File: config.mk
export PLATFORM = sky130hd
export DESIGN_NAME = regfile_dump_reader
export DESIGN_NICKNAME = d
export VERILOG_FILES = /design/src/rtl/regfile_pkg.sv /design/src/rtl/regfile_dump_reader.sv
export SDC_FILE = /design/constraint.sdc
export NUM_CORES = 1
export LEC_CHECK = 0
export ABC_CLOCK_PERIOD_IN_PS = 2100
export CAP_MARGIN = 15
export CORE_UTILIZATION = 42
export DETAILED_ROUTE_END_ITERATION = 8
export PLACE_DENSITY = 0.79
export REMOVE_ABC_BUFFERS = 1
export SLEW_MARGIN = 20
export SYNTH_ARGS = -nofsm -noshare
export SYNTH_HDL_FRONTEND = slang
export SYNTH_SLANG_ARGS = --single-unit
File: constraint.sdc
create_clock -name CLK -period 2.1 [get_ports CLK]
set_input_delay 0.21 -clock CLK [delete_from_list [all_inputs] [get_ports CLK]]
set_output_delay 0.21 -clock CLK [all_outputs]
set_load 0.01 [all_outputs]
File: src/rtl/regfile_pkg.sv
// Shared register-file constants and the dump-reader state encoding.
package regfile_pkg;

  localparam int DATA_W   = 32;
  localparam int ADDR_W   = 5;
  localparam int NUM_REGS = 32;

  typedef enum logic [1:0] {
    IDLE = 2'd0,
    READ = 2'd1,
    SEND = 2'd2,
    FIN  = 2'd3
  } state_t;

endpackage

File: src/rtl/regfile_dump_reader.sv
// Walks a (possibly wrapping) register range on a spare read port and streams (addr, data) words.
// START to first OUT_VALID is 2 edges; one word per 2 cycles at best; holds each word until OUT_READY.
module regfile_dump_reader #(
  parameter int DATA_W   = regfile_pkg::DATA_W,
  parameter int ADDR_W   = regfile_pkg::ADDR_W,
  parameter int NUM_REGS = regfile_pkg::NUM_REGS
) (
  input  logic              CLK,
  input  logic              RST_N,
  input  logic              START,
  input  logic              ABORT,
  input  logic [ADDR_W-1:0] FIRST_ADDR,
  input  logic [ADDR_W-1:0] LAST_ADDR,
  output logic [ADDR_W-1:0] RA,
  input  logic [DATA_W-1:0] RD,
  output logic              OUT_VALID,
  input  logic              OUT_READY,
  output logic [ADDR_W-1:0] OUT_ADDR,
  output logic [DATA_W-1:0] OUT_DATA,
  output logic              BUSY,
  output logic              DONE
);

  import regfile_pkg::*;

  if (NUM_REGS != 2**ADDR_W) begin : g_bad_size
    $error("regfile_dump_reader: NUM_REGS must equal 2**ADDR_W");
  end

  state_t            state_q;
  state_t            state_d;
  logic [ADDR_W-1:0] last_q;
  logic              hs;
  logic              at_last;

  assign hs      = OUT_VALID & OUT_READY;
  assign at_last = (OUT_ADDR == last_q);

  always_ff @(posedge CLK or negedge RST_N) begin
    if (!RST_N) state_q <= IDLE;
    else        state_q <= state_d;
  end

  // ABORT outranks everything outside IDLE, and also masks START inside IDLE.
  always_comb begin
    state_d = state_q;
    case (state_q)
      IDLE: if (START && !ABORT) state_d = READ;
      READ: state_d = ABORT ? IDLE : SEND;
      SEND: begin
        if (ABORT)   state_d = IDLE;
        else if (hs) state_d = at_last ? FIN : READ;
      end
      FIN:  state_d = IDLE;
      default: state_d = IDLE;
    endcase
  end

  always_comb begin
    BUSY = (state_q != IDLE);
    DONE = (state_q == FIN);
  end

  always_ff @(posedge CLK or negedge RST_N) begin
    if (!RST_N) begin
      RA        <= '0;
      last_q    <= '0;
      OUT_VALID <= 1'b0;
      OUT_ADDR  <= '0;
      OUT_DATA  <= '0;
    end else begin
      case (state_q)
        IDLE: begin
          if (START && !ABORT) begin
            last_q <= LAST_ADDR;
            RA     <= FIRST_ADDR;
          end
        end
        READ: begin
          if (ABORT) begin
            OUT_VALID <= 1'b0;
          end else begin
            OUT_DATA  <= RD;
            OUT_ADDR  <= RA;
            OUT_VALID <= 1'b1;
          end
        end
        SEND: begin
          if (ABORT) begin
            OUT_VALID <= 1'b0;
          end else if (hs) begin
            OUT_VALID <= 1'b0;
            // Natural ADDR_W overflow gives the 31 -> 0 wrap.
            if (!at_last) RA <= RA + ADDR_W'(1);
          end
        end
        default: ;
      endcase
    end
  end

endmodule

# ---- Word level (Yosys, flattened, before mapping)
# Cells that the tools add are included.
dict set report word_totals {
  reg_bits 50
  input_bits 47
  output_inout_bits 45
  wordCells 44
}
dict set report classes {
  add_sub_neg 1
  eq_ne 9
  n_mux 15
  bitwise_logic 2
  reduce_logical 11
}
# cell n
set ops {}
lappend ops {{$mux W5} 4}
lappend ops {{$mux W2} 5}
lappend ops {{$pmux W5 S2} 1}
lappend ops {{$ne A2 B2 Y1 const B} 4}
lappend ops {{$pmux W2 S4} 1}
lappend ops {{$reduce_and A2 Y1} 4}
lappend ops {{$reduce_bool A2 Y1} 3}
lappend ops {{$add A5 B1 Y5 const B} 1}
lappend ops {{$eq A5 B5 Y1} 1}
lappend ops {{$reduce_and A5 Y1} 1}
lappend ops {{$eq A2 B2 Y1 const B} 2}
lappend ops {{$mux W1} 3}
lappend ops {{$ne A3 B3 Y1 const B} 1}
lappend ops {{$eq A2 B1 Y1 const B} 1}
lappend ops {{$logic_not A2 Y1} 1}
lappend ops {{$pmux W1 S2} 1}
lappend ops {{$and A1 B1 Y1} 1}
lappend ops {{$logic_and A1 B1 Y1} 1}
lappend ops {{$logic_not A1 Y1} 1}
lappend ops {{$not A1 Y1} 1}

# ---- Logic depth before layout (Yosys ltp)
# Gate-level depths: netlist of the first run.
dict set report logic_depth {
  depth_word 5
  depth_mapped 6
  depth_no_buf 4
}

# ---- Worst setup path after synthesis of the first run
# Ideal clock, no wire load.
dict set report synth_timing {
  path_kind {flip-flop to flip-flop}
  start {register state_q[1]}
  end {register RA[1]}
  setup_time_ns 0.125
  arrival_time_ns 1.582
  required_time_ns 1.975
  slack_ns 0.393
  path_stages_with_launch 6
  n_path_buf 1
  period_less_slack_ns 1.707
  path_cell_list {dfrtp_1 -> buf_6 -> nor4b_4 -> nor3_2 -> a21oi_4 -> mux2_4}
}
dict set report synth_between {
  elab_chain_len 3
  word_cells_on_any_way 9
  cone_classes {eq/ne: 5; mux: 1; reduce/logical: 3}
}
# element line
set synth_lines {}
lappend synth_lines {{start, declared} regfile_dump_reader.sv:30} ;# state_t state_q;
lappend synth_lines {{start signal, assigned} regfile_dump_reader.sv:41} ;# else state_q <= state_d;
lappend synth_lines {{$eq A2 B2 Y1 / $logic_not A2 Y1 (equally long branches)} regfile_dump_reader.sv:72} ;# case (state_q)
lappend synth_lines {{$ne A2 B2 Y1 (no source line) / $reduce_bool A2 Y1 (equally long branches)} -}
lappend synth_lines {{$reduce_and A5 Y1 (no source line)} -}
lappend synth_lines {{end signal, assigned} regfile_dump_reader.sv:94} ;# if (!at_last) RA <= RA + ADDR_W'(1);
lappend synth_lines {{end, declared} regfile_dump_reader.sv:14} ;# output logic [ADDR_W-1:0] RA,
# Parallel ways exist; a longest one is shown, timed or not.
# A chain may end at the register's enable or synchronous reset.

# ---- Worst setup path after layout of the first run
dict set report layout_timing {
  start {register state_q[1]}
  end {output BUSY}
}
dict set report layout_between {
  elab_chain_len 1
}
# element line
set layout_lines {}
lappend layout_lines {{$reduce_bool A2 Y1} regfile_dump_reader.sv:60} ;# BUSY = (state_q != IDLE);
lappend layout_lines {{end, declared} regfile_dump_reader.sv:20} ;# output logic BUSY,
# Every way passes these cells.

==> reports/results.md, run 1 <==
## Status
- complete, no violations — result of the run

## Critical path
- flip-flops — cell family contributing the most delay on the critical path
- reg -> out — category of the critical setup timing path
- 9 — peak fanout along the critical path
- or2_2 -> clkdlybuf4s50_1 — cell breakdown of the critical path
- state_q[1] — startpoint of the worst-slack reg-to-reg timing path
- 1 — buffer and inverter count on the worst path
- register — Worst setup SP type
- 1890 ps — CP required
- 490 ps — biggest cell delay along the critical path
- state_q[1] — Setup crit start
- dfrtp_1 — slowest cell on the critical path
- 1600 ps — Crit path arrival time
- output pin — type of destination of the critical path

## Timing
- 1.99 ps — clock tree skew after final layout
- 0 — Final Hold Viols
- 62.8% — max_slew headroom
- 0.551 GHz — highest achievable clock rate
- 1810 ps — time the worst path needs with I/O delays and setup
- 557 ps — slew at the pin closest to its max-slew limit
- 437 ps — worst hold slack across all endpoints
- 86.4% — final critical-path share of the clock period
- 0 — count of final max-slew check failures
- false — setup repair after global routing missed its margin
- 0 — # setup viols final

## Power
- 30.7% — switching power as a share of total power
- 42.6% — power share of the sequential group
- 1110 mW/mm^2 — Pwr per Cell Area
- 1.36 nW — Leakage Power
- 15.6% — share of power burned in the clock network
- 0.000677 V — maximum resistive drop on vdd
- 41.8% — combinational fraction of design power
- 1.11 mW — switching power total
- 2.51 mW — Power Internal

## Cells and area
- 297 — number of nets in the finished design
- 317 — Non-Filler Instances
- 51.4% — Area Overhead vs Synth
- 0.00327 mm^2 — post-route cell area
- 25.2% — ratio of cells with drive above 1 in the final layout
- 383 — number of inserted filler cells in the final layout
- 0 — # diodes

## Hold path
- in -> async — worst hold path type

## Clocking
- done — clock tree from TritonCTS
- 90 ps — Clk pin slew, worst setup/hold paths
- 50 — clk sinks
- 2 — H-Tree Depth
- 0 — Setup Buffers After CTS
- 2 — buffer levels on the longest clock path
- 290 ps — insertion delay to the later sink of the worst-skew pair
- clkbuf_8 — Root Buffer
- 5 — clock buffer count from CTS

## Synth
- 58.0% — top-area cell type share of the netlist area
- 0 — number of warnings printed during yosys synthesis
- 153 — instance count of the mapped netlist
- 58.0% — share of synthesized area occupied by flip-flops and latches
- 14.1 um^2 — synthesized area per cell
- 0.00216 mm^2 — netlist area before placement
- 50 — number of synthesized register bits
- dfrtp_1 — cell type contributing the most total cell area after synthesis
- dfrtp_1 58%, mux2_2 22%, xor2_1 2.0% — main area contributors after synthesis
- 33 — Yosys cell types

## Detailed routing
- 1537 — vias post-DR
- 14.9 um — Routed WL per cell
- 4 — number of optimization iterations in the first detailed-route pass
- 0 — remaining number of nets flagged by the antenna check after routing
- 0 — # DRC
- 4.85 — vias per cell
- 4710 um — final WL
- 33 — drt initial violations

## Floorplan
- 25 — total number of placement rows
- 44.5% — initial core utilization
- 73.7 um — Die Span Y
- 0.00485 mm^2 — total core area
- 92 — Top Ports
- 73.7 um — width of the die
- 0.00543 mm^2 — die area

## GRT
- 7820 um — first-pass GRT wire length
- 39 — largest net degree at the start of global routing
- 1678 — via count of the first global-routing pass
- 19.6% — Global Route Usage Sum
- 0 — Overflow after GRT
- 0 — initial antenna violation count

## Flow run
- 0 — count of max-cap constraint violations

## Placement
- 0.00317 mm^2 — Placed Instance Area
- 308 — number of placed instances, taps included
- 3420 um — Detailed Place HPWL
- 91 — count of port buffers added during placement
- 0.791 — routability cong.

## power groups by stage
stage / registers [mW] / logic, mW / clock network [mW]
global placement: 1.55 / 1.50 / 0
detailed placement: 1.56 / 1.52 / 0
finish: 1.54 / 1.51 / 0.565
CTS: 1.55 / 1.53 / 0.588
floorplan: 1.67 / 0.524 / 0
global route: 1.60 / 1.62 / 0.625
## cell usage after synthesis
master and instances:
a221oi_2 1, o21ai_0 2, nand2b_1 2, mux2i_1 2
mux2_2 42, xor2_1 5, nor2b_1 1, nor3_2 2
buf_6 1, buf_2 4, ha_1 1, nand3b_1 1
a21oi_1 2, o22ai_1 2, a211o_1 2, and2_1 2
a211oi_1 1, nor2_1 4, nand2_1 9, mux2_4 1
or2_2 1, nand3_1 3, clkbuf_1 1, nor3b_1 1
o21bai_1 1, buf_4 1, nor4b_4 1, a22o_1 1
a2bb2oi_2 1, inv_1 3, a2bb2oi_1 1, dfrtp_1 50
a21oi_4 1
## area by class of cell
cell class | count | area [um^2] | area share (%)
tap | 67 | 83.8 | 2.57
clock inverter | 1 | 5.00 | 0.153
multi-input combinational | 93 | 858 | 26.3
sequential | 50 | 1250 | 38.3
timing repair buffer | 96 | 971 | 29.7
inverter | 3 | 11.3 | 0.345
clock buffer | 7 | 86.3 | 2.64
## layer usage
metal / wire, um / vias to the layer above / GRT usage (%) / share of wire [%]
met3: 586 / 5 / 10.0 / 12
met2: 2100 / 74 / 32.0 / 44
met4: 57 / 0 / 5.77 / 1.2
met5: 0 / - / 0 / 0
met1: 1970 / 730 / 22.5 / 42
li1: - / 728 / - / -
## layout by cell type, fill, tap and decap left out, types with 2 or more instances in the layout
master           instances
and2_1                   2
nand3_1                  3
nand2b_1                 2
buf_12                   2
o22ai_1                  2
clkdlybuf4s50_1         90
clkbuf_8                 6
inv_1                    3
xor2_1                   5
o21ai_0                  2
buf_4                    2
nor3_2                   2
mux2_2                  42
a211o_1                  2
dfrtp_1                 50
a21oi_1                  2
nor2_1                   4
mux2i_1                  2
nand2_1                  9
## cell families after synthesis
family                     share of synthesized area [%]
muxes                                               23.5
DFF                                                 58.0
AOI/OAI and AO/OA                                   5.97
buffers and inverters                               2.49
adders and majority gates                          0.580
xor gates and xnor gates                            2.03
and+or+nand+nor                                     7.42
## final timing paths
kind / end / depth (start not counted) / slack, ps
hold / removal: OUT_VALID / 2 / 440
max in group asynchronous: OUT_DATA[20] / 3 / 1140
hold reg to reg: OUT_DATA[6] / 1 / 510
setup / recovery: BUSY / 2 / 290
setup reg to reg: RA[1] / 4 / 390
min in group CLK: OUT_DATA[6] / 1 / 510
## state kept, by name, summed over array words and instances, names as in the netlist
name       cells
OUT_ADDR       5
OUT_DATA      32
OUT_VALID      1
RA             5
last_q         5
state_q        2
## metrics by stage
step | setup TNS [ps] | setup WS [ps] | power [mW] | util [%]
after floorplan | -66640 | -1760 | 2.20 | -
after global placement | 0 | 245 | 3.04 | 65.3
after detailed placement | 0 | 223 | 3.08 | 65.3
after CTS | 0 | 266 | 3.66 | 67.4
after global routing | 0 | 222 | 3.85 | 67.4
final | 0 | 286 | 3.62 | 67.4
## what timing repair did
item                                   in CTS  in global routing
gates resized for setup                     0                  0
hold buffers                                1                  0
endpoints found under the hold margin      23                  0
Power figures use the tool's default switching activity.
==> inputs of run 2 (changes only) <==
Settings changed: SKIP_LAST_GASP set to 1.
==> results of run 2 <==
The final DEF is identical to that of run 1; final timing and power are the same.
